File: config.mk
export PLATFORM = sky130hd
export DESIGN_NAME = bellek_gc_denetleyici
export DESIGN_NICKNAME = d
export VERILOG_FILES = /design/src/rtl/bellek_gc_denetleyici_pkg.sv /design/src/rtl/bellek_gc_denetleyici_zaman_asimi_sayaci.sv /design/src/rtl/bellek_gc_denetleyici.sv
export SDC_FILE = /design/constraint.sdc
export NUM_CORES = 1
export LEC_CHECK = 0
export CORE_MARGIN = 3
export CORE_UTILIZATION = 45
export CTS_CLUSTER_SIZE = 16
export DETAILED_ROUTE_END_ITERATION = 10
export PLACE_DENSITY = 0.85
export SLEW_MARGIN = 20
export SYNTH_ARGS = -nofsm -noshare
export SYNTH_HDL_FRONTEND = slang
export SYNTH_SLANG_ARGS = --single-unit
File: constraint.sdc
create_clock -name clk_i -period 3.6 [get_ports clk_i]
set_clock_uncertainty 0.2 [all_clocks]
set_input_delay 0.72 -clock clk_i [delete_from_list [all_inputs] [get_ports clk_i]]
set_output_delay 0.72 -clock clk_i [all_outputs]
set_load 0.03 [all_outputs]
File: src/rtl/bellek_gc_denetleyici_pkg.sv
// Shared definitions for the memory / I/O access sequencer: state encoding,
// address decode bit, default I/O timeout and the access-type encoding.
package bellek_gc_denetleyici_pkg;

  typedef enum logic [2:0] {
    BOSTA        = 3'd0,
    BELLEK_ISTEK = 3'd1,
    BELLEK_BEKLE = 3'd2,
    GC_ISTEK     = 3'd3,
    GC_BEKLE     = 3'd4,
    TAMAM        = 3'd5
  } durum_t;

  // Address bit that selects the target: 1 = data memory, 0 = I/O.
  localparam int GC_SECIM_BITI = 30;

  localparam int VARSAYILAN_ZAMAN_ASIMI = 255;

  typedef enum logic {
    ERISIM_OKU = 1'b0,
    ERISIM_YAZ = 1'b1
  } erisim_t;

  // A store request always wins over a simultaneous load request.
  function automatic erisim_t erisim_coz(input logic yaz);
    return yaz ? ERISIM_YAZ : ERISIM_OKU;
  endfunction

endpackage

File: src/rtl/bellek_gc_denetleyici_zaman_asimi_sayaci.sv
// I/O timeout counter: cleared on entry to the I/O request state, counts while
// enabled and flags the last allowed cycle (count == ZAMAN_ASIMI-1).
module zaman_asimi_sayaci #(
  parameter int ZAMAN_ASIMI = 255,
  parameter int ZA_BIT      = 8
) (
  input  logic clk_i,
  input  logic rst_i,
  input  logic temizle_i,
  input  logic etkin_i,
  output logic doldu_o
);

  localparam logic [ZA_BIT-1:0] SON_DEGER = ZA_BIT'(ZAMAN_ASIMI - 1);

  logic [ZA_BIT-1:0] r_sayac;

  always_ff @(posedge clk_i) begin
    if (rst_i || temizle_i) begin
      r_sayac <= '0;
    end else if (etkin_i) begin
      r_sayac <= r_sayac + ZA_BIT'(1);
    end
  end

  assign doldu_o = (r_sayac == SON_DEGER);

endmodule

File: src/rtl/bellek_gc_denetleyici.sv
// Sequences one load/store at a time from the memory stage to the data-memory
// or I/O port, stalling the pipeline until the target handshake completes.
module bellek_gc_denetleyici
  import bellek_gc_denetleyici_pkg::*;
#(
  parameter int ADRES_BIT   = 32,
  parameter int VERI_BIT    = 32,
  parameter int ZAMAN_ASIMI = VARSAYILAN_ZAMAN_ASIMI,
  parameter int ZA_BIT      = 8
) (
  input  logic                  clk_i,
  input  logic                  rst_i,
  input  logic                  istek_gecerli_i,
  input  logic                  bellege_yaz_i,
  input  logic                  bellekten_oku_i,
  input  logic [ADRES_BIT-1:0]  adres_i,
  input  logic [VERI_BIT-1:0]   yaz_veri_i,
  input  logic [VERI_BIT/8-1:0] yaz_maske_i,
  output logic                  durdur_o,
  output logic [VERI_BIT-1:0]   oku_veri_o,
  output logic                  oku_gecerli_o,
  output logic                  hata_o,
  output logic                  bellek_istek_o,
  output logic                  bellek_yaz_o,
  output logic [ADRES_BIT-1:0]  bellek_adres_o,
  output logic [VERI_BIT-1:0]   bellek_veri_o,
  output logic [VERI_BIT/8-1:0] bellek_maske_o,
  input  logic                  bellek_hazir_i,
  input  logic                  bellek_yanit_i,
  input  logic [VERI_BIT-1:0]   bellek_veri_i,
  output logic                  gc_istek_o,
  output logic                  gc_yaz_o,
  output logic [ADRES_BIT-1:0]  gc_adres_o,
  output logic [VERI_BIT-1:0]   gc_veri_o,
  output logic [VERI_BIT/8-1:0] gc_maske_o,
  input  logic                  gc_hazir_i,
  input  logic                  gc_yanit_i,
  input  logic [VERI_BIT-1:0]   gc_veri_i
);

  // Handshake: istek_o stays high with stable fields until hazir_i is seen
  // high on a rising edge; the response is the first cycle yanit_i is high
  // from that same edge onwards.
  durum_t  r_durum;
  erisim_t r_tip;

  logic w_kabul, w_bellek_sec, w_bellek_yolu, w_gc_yolu;
  logic w_istek_durumu, w_bekle_durumu;
  logic w_hazir, w_yanit, w_tamamla, w_zaman_asimi, w_doldu;
  logic [VERI_BIT-1:0] w_gelen_veri;

  assign w_kabul        = istek_gecerli_i && (bellege_yaz_i || bellekten_oku_i);
  assign w_bellek_sec   = adres_i[GC_SECIM_BITI];
  assign w_bellek_yolu  = (r_durum == BELLEK_ISTEK) || (r_durum == BELLEK_BEKLE);
  assign w_gc_yolu      = (r_durum == GC_ISTEK) || (r_durum == GC_BEKLE);
  assign w_istek_durumu = (r_durum == BELLEK_ISTEK) || (r_durum == GC_ISTEK);
  assign w_bekle_durumu = (r_durum == BELLEK_BEKLE) || (r_durum == GC_BEKLE);

  assign w_hazir      = w_bellek_yolu ? bellek_hazir_i : gc_hazir_i;
  assign w_yanit      = w_bellek_yolu ? bellek_yanit_i : gc_yanit_i;
  assign w_gelen_veri = w_bellek_yolu ? bellek_veri_i  : gc_veri_i;

  // A response arriving in the expiry cycle takes priority over the timeout.
  assign w_tamamla     = (w_istek_durumu && w_hazir && w_yanit) ||
                         (w_bekle_durumu && w_yanit);
  assign w_zaman_asimi = w_gc_yolu && w_doldu && !w_tamamla;

  assign durdur_o = ((r_durum != BOSTA) && (r_durum != TAMAM)) ||
                    ((r_durum == BOSTA) && w_kabul);

  zaman_asimi_sayaci #(
    .ZAMAN_ASIMI (ZAMAN_ASIMI),
    .ZA_BIT      (ZA_BIT)
  ) u_zaman_asimi_sayaci (
    .clk_i     (clk_i),
    .rst_i     (rst_i),
    .temizle_i ((r_durum == BOSTA) && w_kabul && !w_bellek_sec),
    .etkin_i   (w_gc_yolu),
    .doldu_o   (w_doldu)
  );

  always_ff @(posedge clk_i) begin
    if (rst_i) begin
      r_durum        <= BOSTA;
      r_tip          <= ERISIM_OKU;
      oku_veri_o     <= '0;
      oku_gecerli_o  <= 1'b0;
      hata_o         <= 1'b0;
      bellek_istek_o <= 1'b0;
      bellek_yaz_o   <= 1'b0;
      bellek_adres_o <= '0;
      bellek_veri_o  <= '0;
      bellek_maske_o <= '0;
      gc_istek_o     <= 1'b0;
      gc_yaz_o       <= 1'b0;
      gc_adres_o     <= '0;
      gc_veri_o      <= '0;
      gc_maske_o     <= '0;
    end else begin
      oku_gecerli_o <= 1'b0;
      hata_o        <= 1'b0;
      if (w_tamamla) begin
        r_durum        <= TAMAM;
        bellek_istek_o <= 1'b0;
        gc_istek_o     <= 1'b0;
        if (r_tip == ERISIM_OKU) begin
          oku_veri_o    <= w_gelen_veri;
          oku_gecerli_o <= 1'b1;
        end
      end else if (w_zaman_asimi) begin
        r_durum    <= TAMAM;
        gc_istek_o <= 1'b0;
        hata_o     <= 1'b1;
      end else begin
        case (r_durum)
          BOSTA: begin
            if (w_kabul) begin
              r_tip <= erisim_coz(bellege_yaz_i);
              if (w_bellek_sec) begin
                r_durum        <= BELLEK_ISTEK;
                bellek_istek_o <= 1'b1;
                bellek_yaz_o   <= bellege_yaz_i;
                bellek_adres_o <= adres_i;
                bellek_veri_o  <= yaz_veri_i;
                bellek_maske_o <= yaz_maske_i;
              end else begin
                r_durum    <= GC_ISTEK;
                gc_istek_o <= 1'b1;
                gc_yaz_o   <= bellege_yaz_i;
                gc_adres_o <= adres_i;
                gc_veri_o  <= yaz_veri_i;
                gc_maske_o <= yaz_maske_i;
              end
            end
          end
          BELLEK_ISTEK: begin
            if (w_hazir) begin
              r_durum        <= BELLEK_BEKLE;
              bellek_istek_o <= 1'b0;
            end
          end
          GC_ISTEK: begin
            if (w_hazir) begin
              r_durum    <= GC_BEKLE;
              gc_istek_o <= 1'b0;
            end
          end
          BELLEK_BEKLE, GC_BEKLE: r_durum <= r_durum;
          TAMAM:   r_durum <= BOSTA;
          default: r_durum <= BOSTA;
        endcase
      end
    end
  end

endmodule

==> results by group, run 1 <==
CTS
  • CTS Buf Count: 17
  • CTS resizes: 0
  • CTS clock-pin slew for the worst setup and hold paths: 0.06 ns
  • Max Root-Sink Buffers: 2
  • CTS Hold Bufs: 0
  • CTS H-tree lvls: 4
  • CTS tree: done
  • Postcts setup bufs: 0
  • Clk sink count: 185
  • Clock root buffer: clkbuf_16
  • Clock Latency Late Sink: 0.42 ns

Die
  • Die height: 132 um
  • Num rows: 45
  • Initial Utilization: 46.4%
  • Core region area: 0.0153 mm2
  • Chip Width: 132 um
  • Die area: 0.0173 mm2
  • I/O pin count: 316

Finish
  • Layout area overhead: 54.1%
  • Final Cell Area: 0.0109 mm2
  • Fill cell count: 1,224
  • ANT cells: 0
  • Most common cell after layout, fill and taps aside: clkdlybuf4s50_1
  • Share of cells above drive strength 1: 5.34%
  • NumNets Final: 1,272
  • Commonest non-fill, non-tap cells in the layout: clkdlybuf4s50_1 (313), nand2_1 (280), dfxtp_1 (185)

Timing
  • Hold Vio Cnt, Final: 0
  • Worst hold slack: 0.253 ns
  • Slew Limit Fails: 0
  • Fmax achieved: 298 MHz
  • Slew HR: 36.7%
  • Setup TNS: 0 ns
  • Setup repair after global routing missed its margin: false
  • Minimum clock period: 3.35 ns
  • Final setup vio count: 0
  • Tcrit/Tclk final: 93.2%
  • Worst-margin pin slew: 0.950 ns

Pwr
  • Clock share of power: 26.0%
  • Leakage: 3.79 nW
  • Tot Pwr: 7.04 mW
  • Max IR drop VDD: 0.366 mV
  • Switching Fraction: 36.8%
  • Pwr Density: 643 mW/mm2
  • Register share of total power: 35.8%
  • Internal power: 4.45 mW
  • P_sw: 2.59 mW
  • Comb power frac: 38.2%

Worst setup path
  • Critical path class: input port to primary output
  • Worst EP required: 2.68 ns
  • R2R Setup Slk: 1.02 ns
  • Critical Path Start Type: input port
  • Worst setup EP type: primary output
  • Maximum fanout along the worst path: 3
  • Data arrival, critical path: 2.43 ns

Placement
  • Gpl congestion: 0.805
  • Port Buffers: 314
  • Area after DPL: 0.0104 mm2
  • Post-DP HPWL: 15,700 um

Route
  • Total routed wirelength: 21,900 um
  • Via count: 6,928
  • DRT antenna net count: 0
  • First-pass DRT Iterations: 4
  • Drt drc: 0
  • Vias per std cell: 5.12
  • Initial DRC Count: 409
  • Routed len/inst: 16.2 um

Min path
  • Hold crit path type: register to register

Yosys
  • Mapped Cells: 850
  • Share of the synthesized area in the top cell type: 52.1%
  • Number of synthesized register bits: 185
  • Ys flop type: dfxtp_1
  • Syn Nets: 993
  • Synth Warn #: 0
  • Area leader, netlist: dfxtp_1
  • Post-Syn Area per Cell: 8.36 um2
  • Post-synth EDFFs: 0
  • Register area share after synthesis: 52.1%
  • Mapped Area: 0.00711 mm2
  • FFs w/ async S/R, synth: 0%
  • Netlist cell types: 48
  • Ranking of synthesized cells by area: dfxtp_1 (52%), nand2_1 (15%), a21oi_1 (12%), mux2i_1 (4.8%), a211oi_1 (3.4%)

Run
  • Max-Cap Viols: 0

Global routing
  • Number of global-route vias before repair: 6,601
  • First-pass GRT wire length: 34,700 um
  • Total GRT Usage: 24.5%
  • Grt total ovfl: 0
  • Largest net degree at the start of global routing: 93
  • Initial antenna violation count: 0

Status
  • Outcome: completed
==> path summary, 6_finish.rpt <==
check | endpoint | depth (start not counted) | from
setup / recovery | durdur_o | 6 | bellekten_oku_i
hold / removal | bellek_veri_o[2]$_SDFFE_PP0P_ | 2 | bellek_veri_o[2]$_SDFFE_PP0P_
setup reg to reg | oku_veri_o[6]$_SDFFE_PP0P_ | 4 | r_durum[0]$_SDFFE_PP0P_
hold reg to reg | bellek_veri_o[2]$_SDFFE_PP0P_ | 2 | bellek_veri_o[2]$_SDFFE_PP0P_
==> flip-flops by register name, summed over array words and instances (netlist names) <==
signal / count
bellek_adres_o: 32
bellek_veri_o: 32
gc_veri_o: 32
oku_veri_o: 32
gc_adres_o: 31
u_zaman_asimi_sayaci.r_sayac: 8
bellek_maske_o: 4
gc_maske_o: 4
r_durum: 3
bellek_istek_o: 1
bellek_yaz_o: 1
gc_istek_o: 1
gc_yaz_o: 1
hata_o: 1
oku_gecerli_o: 1
r_tip: 1
==> kinds of logic after synthesis <==
family / count (synthesis) / synth area share, %
other: 1 / 0.0528
AO/OA/AOI/OAI: 224 / 17.8
XOR/XNOR: 7 / 0.969
buffers and inverters: 74 / 5.00
adder cells (fa/ha/maj): 2 / 0.352
flip-flops: 185 / 52.1
AND/OR/NAND/NOR: 323 / 18.9
multiplexers: 34 / 4.79
==> Yosys cell counts, types with 2 or more instances <==
cell type,instances
nand2_1,280
dfxtp_1,185
a21oi_1,174
clkbuf_1,43
mux2i_1,34
a211oi_1,32
buf_2,17
nor2_1,11
buf_4,5
buf_6,5
xor2_1,5
nand3_1,4
nor3_1,4
and2_1,3
and4_1,3
inv_1,3
o2111ai_1,3
o21ai_0,3
a31oi_1,2
and3_1,2
ha_1,2
nand4bb_1,2
o21a_1,2
or3_1,2
==> worst max-delay path: stages <==
cell and delay, ns:
clkdlybuf4s50_1 0.46, o21a_1 0.22, or3_1 0.32, nand2_1 0.07
nand2_1 0.05, clkdlybuf4s50_1 0.59
==> layout make-up <==
class	instances	area [um2]	share of cell area, %
clock buffer	19	443	4.05
clock inverter	13	134	1.22
inverter	4	15.0	0.137
multi-input combinational	591	3050	27.9
sequential	185	3700	33.8
tap	211	264	2.41
timing repair buffer	330	3340	30.5
==> power by group through the flow <==
stage	registers, mW	logic [mW]	clock network, mW
2_1_floorplan	3.03	1.27	0
4_1_cts	2.52	2.71	1.86
5_1_grt	2.56	2.89	1.95
6_report	2.52	2.69	1.83
3_3_place_gp	2.55	2.66	0
3_5_place_dp	2.56	2.70	0
==> metrics by stage <==
step	util (%)	setup WS, ns	cells
floorplan	-	1.25	850
global placement	67.7	0.259	1321
detailed placement	67.7	0.246	1321
CTS	71.5	0.235	1353
global route	71.5	0.178	1353
finish	71.5	0.245	1353
==> metal layers <==
| metal | GRT usage, % | share of wire (%) | vias to the layer above |
|---|---|---|---|
| met3 | 8.15 | 8.4 | 43 |
| met2 | 41.9 | 50 | 287 |
| li1 | - | - | 3407 |
| met1 | 28.3 | 39 | 3191 |
| met4 | 9.63 | 2.7 | 0 |
| met5 | 0 | 0 | - |
No activity file was read; power rests on OpenSTA's default activity.
==> run 2, diff against run 1 <==
--- a/config.mk
+++ b/config.mk
@@ -9,6 +9,7 @@
 export CORE_UTILIZATION = 45
 export CTS_CLUSTER_SIZE = 16
 export DETAILED_ROUTE_END_ITERATION = 10
+export GPL_TIMING_DRIVEN = 0
 export PLACE_DENSITY = 0.85
 export SLEW_MARGIN = 20
 export SYNTH_ARGS = -nofsm -noshare
==> run 2 against run 1 <==
Net effect:
- worst setup slack worse by 0.078 ns
- hold slack about the same
- power up 1.5%
- sequential power about the same
- sequential share of layout area down 0.40 points
- non-clock buffer count up 53
- critical path depth unchanged
- count of clock-buffer cells in the layout down 1
- die area unchanged
- utilization up 0.86 points
- cell count up 3.9%
- largest cell class unchanged
- largest power group unchanged
- highest routed layer unchanged
==> results by group, run 2 (synthesis results as in run 1) <==
Global routing
  • First-pass GRT wire length: 36,500 um (was 34,700 um)
  • Largest net degree at the start of global routing: 18 (was 93)
  • Number of global-route vias before repair: 7,002 (was 6,601)
  • Grt total ovfl: 0 (unchanged)
  • Initial antenna violation count: 0 (unchanged)
  • Total GRT Usage: 26.2% (was 24.5%)

CTS
  • Postcts setup bufs: 0 (unchanged)
  • Clock Latency Late Sink: 0.43 ns (was 0.42 ns)
  • Clk sink count: 185 (unchanged)
  • CTS clock-pin slew for the worst setup and hold paths: 0.07 ns (was 0.06 ns)
  • CTS tree: done (unchanged)
  • Clock root buffer: clkbuf_16 (unchanged)
  • CTS Buf Count: 17 (unchanged)
  • CTS H-tree lvls: 4 (unchanged)
  • CTS resizes: 0 (unchanged)
  • CTS Hold Bufs: 0 (unchanged)
  • Max Root-Sink Buffers: 2 (unchanged)

Worst setup path
  • Max stage delay cell, worst path: clkdlybuf4s50_1 (unchanged)
  • Buffers & Inverters on Critical Path: 2 (unchanged)
  • Critical Path Start Type: input port (unchanged)
  • Maximum fanout along the worst path: 5 (was 3)
  • Critical path class: input port to primary output (unchanged)
  • Worst path depth: 6 (unchanged)
  • Worst EP required: 2.68 ns (about the same)
  • Biggest cell delay along the critical path: 0.61 ns (was 0.59 ns)
  • Kind of cell adding the most delay to the critical path: buffers and inverters (unchanged)
  • Data arrival, critical path: 2.51 ns (was 2.43 ns)
  • R2R cell count: 6 (was 4)
  • Crit-path cells: clkdlybuf4s50_1, o21a_1, or3_1, nand2_1, nand2_1, clkdlybuf4s50_1 (unchanged)
  • Worst setup EP type: primary output (unchanged)

Timing
  • Final setup vio count: 0 (unchanged)
  • Setup TNS: 0 ns (unchanged)
  • Worst-margin pin slew: 0.660 ns (was 0.950 ns)
  • Tcrit/Tclk final: 95.4% (was 93.2%)
  • Hold Vio Cnt, Final: 0 (unchanged)
  • Slew Limit Fails: 0 (unchanged)
  • Minimum clock period: 3.43 ns (was 3.35 ns)
  • Worst hold slack: 0.253 ns (about the same)
  • Setup ws final: 0.167 ns (was 0.245 ns)
  • Slew HR: 56.0% (was 36.7%)
  • Setup repair after global routing missed its margin: false (unchanged)
  • Fmax achieved: 291 MHz (was 298 MHz)

Placement
  • Post-DP HPWL: 17,900 um (was 15,700 um)
  • Port Buffers: 313 (was 314)
  • Pre-CTS setup slack: 0.173 ns (was 0.246 ns)
  • Area after DPL: 0.0105 mm2 (was 0.0104 mm2)
  • Gpl congestion: 0.869 (was 0.805)

Pwr
  • Switching Fraction: 37.1% (was 36.8%)
  • Clock share of power: 25.6% (was 26.0%)
  • Max IR drop VDD: 0.414 mV (was 0.366 mV)
  • Comb power frac: 39.5% (was 38.2%)
  • Pwr Density: 645 mW/mm2 (was 643 mW/mm2)
  • Leakage: 3.87 nW (was 3.79 nW)
  • Register share of total power: 34.9% (was 35.8%)
  • Internal power: 4.50 mW (was 4.45 mW)
  • P_sw: 2.65 mW (was 2.59 mW)

Route
  • Total routed wirelength: 23,300 um (was 21,900 um)
  • First-pass DRT Iterations: 5 (was 4)
  • Via count: 7,223 (was 6,928)
  • Drt drc: 0 (unchanged)
  • Vias per std cell: 5.14 (was 5.12)
  • Initial DRC Count: 338 (was 409)
  • DRT antenna net count: 0 (unchanged)
  • Routed len/inst: 16.6 um (was 16.2 um)

Finish
  • Commonest non-fill, non-tap cells in the layout: clkdlybuf4s50_1 (313), nand2_1 (280), dfxtp_1 (185) (unchanged)
  • Layout area overhead: 55.9% (was 54.1%)
  • Fill cell count: 1,219 (was 1,224)
  • Share of cells above drive strength 1: 5.69% (was 5.34%)
  • NumNets Final: 1,325 (was 1,272)
  • Most common cell after layout, fill and taps aside: clkdlybuf4s50_1 (unchanged)
  • ANT cells: 0 (unchanged)
  • Final Cell Area: 0.0111 mm2 (was 0.0109 mm2)

Min path
  • Hold crit path type: register to register (unchanged)
  • WHS Path Cells: 2 (unchanged)

Die
  • I/O pin count: 316 (unchanged)
  • Die area: 0.0173 mm2 (unchanged)
  • Initial Utilization: 46.4% (unchanged)
  • Die height: 132 um (unchanged)
  • Core region area: 0.0153 mm2 (unchanged)
  • Num rows: 45 (unchanged)
  • Chip Width: 132 um (unchanged)

Run
  • Max-Cap Viols: 0 (unchanged)

Status
  • Outcome: completed (unchanged)
==> run 2: changes by cell type in the layout (fill, tap and decap cells not counted), sizes merged <==
cell	delta
clkbuf	+42
buf	+10
clkinv	+4
clkinvlp	-2
inv	-1
==> run 2: power by group through the flow <==
stage               combinational (mW)  sequential, mW  clock [mW]
floorplan                         1.27            3.03           0
global placement                  2.79            2.52           0
detailed placement                2.82            2.54           0
CTS                               2.83            2.49        1.84
global route                      3.03            2.53        1.92
finish                            2.82            2.49        1.83
==> run 2: metal layers <==
| layer | share of wire (%) | track usage (%) |
|---|---|---|
| met1 | 39 | 29.7 |
| met3 | 8.1 | 8.31 |
| met4 | 3.0 | 10.7 |
| met5 | 0 | 0 |
| met2 | 50 | 45.6 |
==> run 2: stage by stage <==
step / std cells / util (%) / total power [mW]
3_5_place_dp: 1374 / 68.6 / 5.35
3_3_place_gp: 1374 / 68.6 / 5.31
5_1_grt: 1406 / 72.4 / 7.48
4_1_cts: 1406 / 72.4 / 7.17
2_1_floorplan: 850 / - / 4.30
6_report: 1406 / 72.4 / 7.15
==> run 2: cell type report <==
type	count	area, um2	share of cell area (%)
Inverter	4	15.0	0.136
Clock buffer	18	439	3.96
Timing Repair Buffer	313	3130	28.3
Sequential cell	185	3700	33.4
Buffer	70	340	3.07
Clock inverter	14	139	1.25
Multi-Input combinational cell	591	3050	27.5
Tap cell	211	264	2.38
==> run 2: worst paths after layout <==
check                        startpoint                         end  slack [ns]
max                       bellege_yaz_i                    durdur_o        0.17
min          gc_veri_o[24]$_SDFFE_PP0P_  gc_veri_o[24]$_SDFFE_PP0P_        0.25
max reg2reg     r_durum[2]$_SDFFE_PP0P_  gc_veri_o[21]$_SDFFE_PP0P_        1.29
min reg2reg  gc_veri_o[24]$_SDFFE_PP0P_  gc_veri_o[24]$_SDFFE_PP0P_        0.25
==> run 2: worst register-to-register path, stage by stage (launching register included) <==
cell     delay (ns)
dfxtp_1        0.39
buf_4          0.22
nor4_4         0.56
buf_2          0.36
buf_2          0.28
nand2_1        0.08
a21oi_1        0.14
==> run 3, diff against run 2 <==
--- a/config.mk
+++ b/config.mk
@@ -5,8 +5,8 @@
 export SDC_FILE = /design/constraint.sdc
 export NUM_CORES = 1
 export LEC_CHECK = 0
-export CORE_MARGIN = 3
 export CORE_UTILIZATION = 45
+export CTS_CLUSTER_DIAMETER = 40
 export CTS_CLUSTER_SIZE = 16
 export DETAILED_ROUTE_END_ITERATION = 10
 export GPL_TIMING_DRIVEN = 0
==> run 3 against run 2 <==
Net effect:
- worst setup slack lost 0.078 ns
- sequential share of layout area hardly changed
- hold slack worse by 0.0012 ns
- sequential cell count unchanged
- maximum frequency is 2.2% lower
- routed wire length barely moved
- register-to-register slack got worse by 0.02 ns
==> results by group, run 3 (synthesis results as in run 1) <==
Placement
  • Port Buffers: 313 (unchanged)
  • Post-DP HPWL: 17,500 um (was 17,900 um)
  • Pre-CTS setup slack: 0.0811 ns (was 0.173 ns)
  • Gpl congestion: 0.858 (was 0.869)

Pwr
  • Switching Fraction: 36.2% (was 37.1%)
  • P_sw: 2.59 mW (was 2.65 mW)
  • Register share of total power: 34.9% (about the same)
  • Max IR drop VDD: 0.513 mV (was 0.414 mV)
  • Internal power: 4.56 mW (was 4.50 mW)
  • Comb power frac: 39.7% (was 39.5%)
  • Clock share of power: 25.3% (was 25.6%)
  • Pwr Density: 646 mW/mm2 (was 645 mW/mm2)
  • Leakage: 3.86 nW (was 3.87 nW)

Finish
  • Commonest non-fill, non-tap cells in the layout: clkdlybuf4s50_1 (313), nand2_1 (280), dfxtp_1 (185) (unchanged)
  • Most common cell after layout, fill and taps aside: clkdlybuf4s50_1 (unchanged)
  • Fill cell count: 1,243 (was 1,219)
  • Area of the multi-input gates: 0.00305 mm2 (unchanged)
  • NumNets Final: 1,325 (unchanged)
  • Share of cells above drive strength 1: 5.20% (was 5.69%)
  • FF/Latch Area: 0.00370 mm2 (unchanged)
  • Layout area overhead: 55.7% (was 55.9%)
  • ANT cells: 0 (unchanged)

Die
  • Initial Utilization: 46.4% (unchanged)
  • Die area: 0.0163 mm2 (was 0.0173 mm2)
  • Die height: 128 um (was 132 um)
  • Num rows: 45 (unchanged)
  • I/O pin count: 316 (unchanged)
  • Core region area: 0.0153 mm2 (unchanged)
  • Chip Width: 128 um (was 132 um)

Route
  • Routed len/inst: 16.6 um (about the same)
  • DRT antenna net count: 0 (unchanged)
  • Drt drc: 0 (unchanged)
  • Vias per std cell: 5.17 (was 5.14)
  • Initial DRC Count: 406 (was 338)
  • First-pass DRT Iterations: 5 (unchanged)
  • Via count: 7,260 (was 7,223)
  • Total routed wirelength: 23,300 um (about the same)

Worst setup path
  • Data arrival, critical path: 2.59 ns (was 2.51 ns)
  • Kind of cell adding the most delay to the critical path: buffers and inverters (unchanged)
  • Worst setup EP type: primary output (unchanged)
  • Critical path class: input port to primary output (unchanged)
  • Buffers & Inverters on Critical Path: 2 (unchanged)
  • Max stage delay cell, worst path: clkdlybuf4s50_1 (unchanged)
  • Critical Path Start Type: input port (unchanged)
  • Crit-path cells: clkdlybuf4s50_1, o21a_1, or3_1, nand2_1, nand2_1, clkdlybuf4s50_1 (unchanged)
  • Worst EP required: 2.68 ns (about the same)
  • Maximum fanout along the worst path: 5 (unchanged)
  • Biggest cell delay along the critical path: 0.61 ns (about the same)

Timing
  • Minimum clock period: 3.51 ns (was 3.43 ns)
  • Slew Limit Fails: 0 (unchanged)
  • Setup TNS: 0 ns (unchanged)
  • Slew HR: 57.5% (was 56.0%)
  • Setup ws final: 0.0895 ns (was 0.167 ns)
  • Fmax achieved: 285 MHz (was 291 MHz)
  • Setup repair after global routing missed its margin: false (unchanged)
  • Worst-margin pin slew: 0.638 ns (was 0.660 ns)
  • Tcrit/Tclk final: 97.5% (was 95.4%)
  • Hold Vio Cnt, Final: 0 (unchanged)
  • Final setup vio count: 0 (unchanged)

Global routing
  • First-pass GRT wire length: 35,400 um (was 36,500 um)
  • Initial antenna violation count: 0 (unchanged)
  • Largest net degree at the start of global routing: 17 (was 18)
  • Grt total ovfl: 0 (unchanged)
  • Total GRT Usage: 28.3% (was 26.2%)
  • Number of global-route vias before repair: 6,852 (was 7,002)

Min path
  • Hold crit path type: register to register (unchanged)

CTS
  • Max Root-Sink Buffers: 2 (unchanged)
  • CTS Buf Count: 17 (unchanged)
  • CTS Hold Bufs: 0 (unchanged)
  • Clock Latency Late Sink: 0.43 ns (about the same)
  • Clock root buffer: clkbuf_16 (unchanged)
  • CTS H-tree lvls: 4 (unchanged)
  • CTS clock-pin slew for the worst setup and hold paths: 0.06 ns (was 0.07 ns)
  • Postcts setup bufs: 0 (unchanged)
  • Clk sink count: 185 (unchanged)
  • CTS resizes: 0 (unchanged)
  • CTS tree: done (unchanged)

Run
  • Max-Cap Viols: 0 (unchanged)

Status
  • Outcome: completed (unchanged)
[run 3: cell type report]
cell class                 instances  share of cell area (%)
sequential                       185                    33.5
buffer                            70                    3.08
timing repair buffer             313                    28.3
multi-input combinational        591                    27.5
inverter                           4                   0.136
clock buffer                      23                    4.23
tap                              211                    2.39
clock inverter                     7                   0.848
[run 3: power by group through the flow]
stage,clock network (mW),registers (mW),logic (mW)
final,1.81,2.50,2.84
after CTS,1.82,2.50,2.84
after floorplan,0,3.03,1.27
after global placement,0,2.53,2.78
after detailed placement,0,2.54,2.83
after global routing,1.90,2.53,3.03
[run 3: worst paths after layout]
| path | depth (start not counted) | slack, ns | endpoint | startpoint |
|---|---|---|---|---|
| setup reg to reg | 6 | 1.27 | gc_veri_o[23]$_SDFFE_PP0P_ | r_durum[2]$_SDFFE_PP0P_ |
| hold reg to reg | 2 | 0.25 | bellek_veri_o[29]$_SDFFE_PP0P_ | bellek_veri_o[29]$_SDFFE_PP0P_ |
| setup / recovery | 6 | 0.09 | durdur_o | bellege_yaz_i |
| hold / removal | 2 | 0.25 | bellek_veri_o[29]$_SDFFE_PP0P_ | bellek_veri_o[29]$_SDFFE_PP0P_ |
[run 3: metrics by stage]
step | power [mW] | hold slack [ns] | utilization (%) | std cells | area (um2)
2_1_floorplan | 4.30 | 0.221 | - | 850 | 7110
3_3_place_gp | 5.31 | 0.241 | 68.6 | 1374 | 10500
3_5_place_dp | 5.37 | 0.246 | 68.6 | 1374 | 10500
5_1_grt | 7.46 | 0.270 | 72.2 | 1404 | 11100
4_1_cts | 7.16 | 0.254 | 72.2 | 1404 | 11100
6_report | 7.15 | 0.252 | 72.2 | 1404 | 11100
[run 3: routing by layer]
layer	vias to the layer above	wire length [um]	track usage, %
li1	3520	-	-
met1	3371	9030	30.9
met2	318	11600	51.2
met3	51	1900	7.64
met4	0	789	12.9
met5	-	0	0
[run 3: worst min-delay path, stage by stage, from the launching register on]
cell	delay, ns
dfxtp_1	0.31
nand2_1	0.05
a21oi_1	0.05
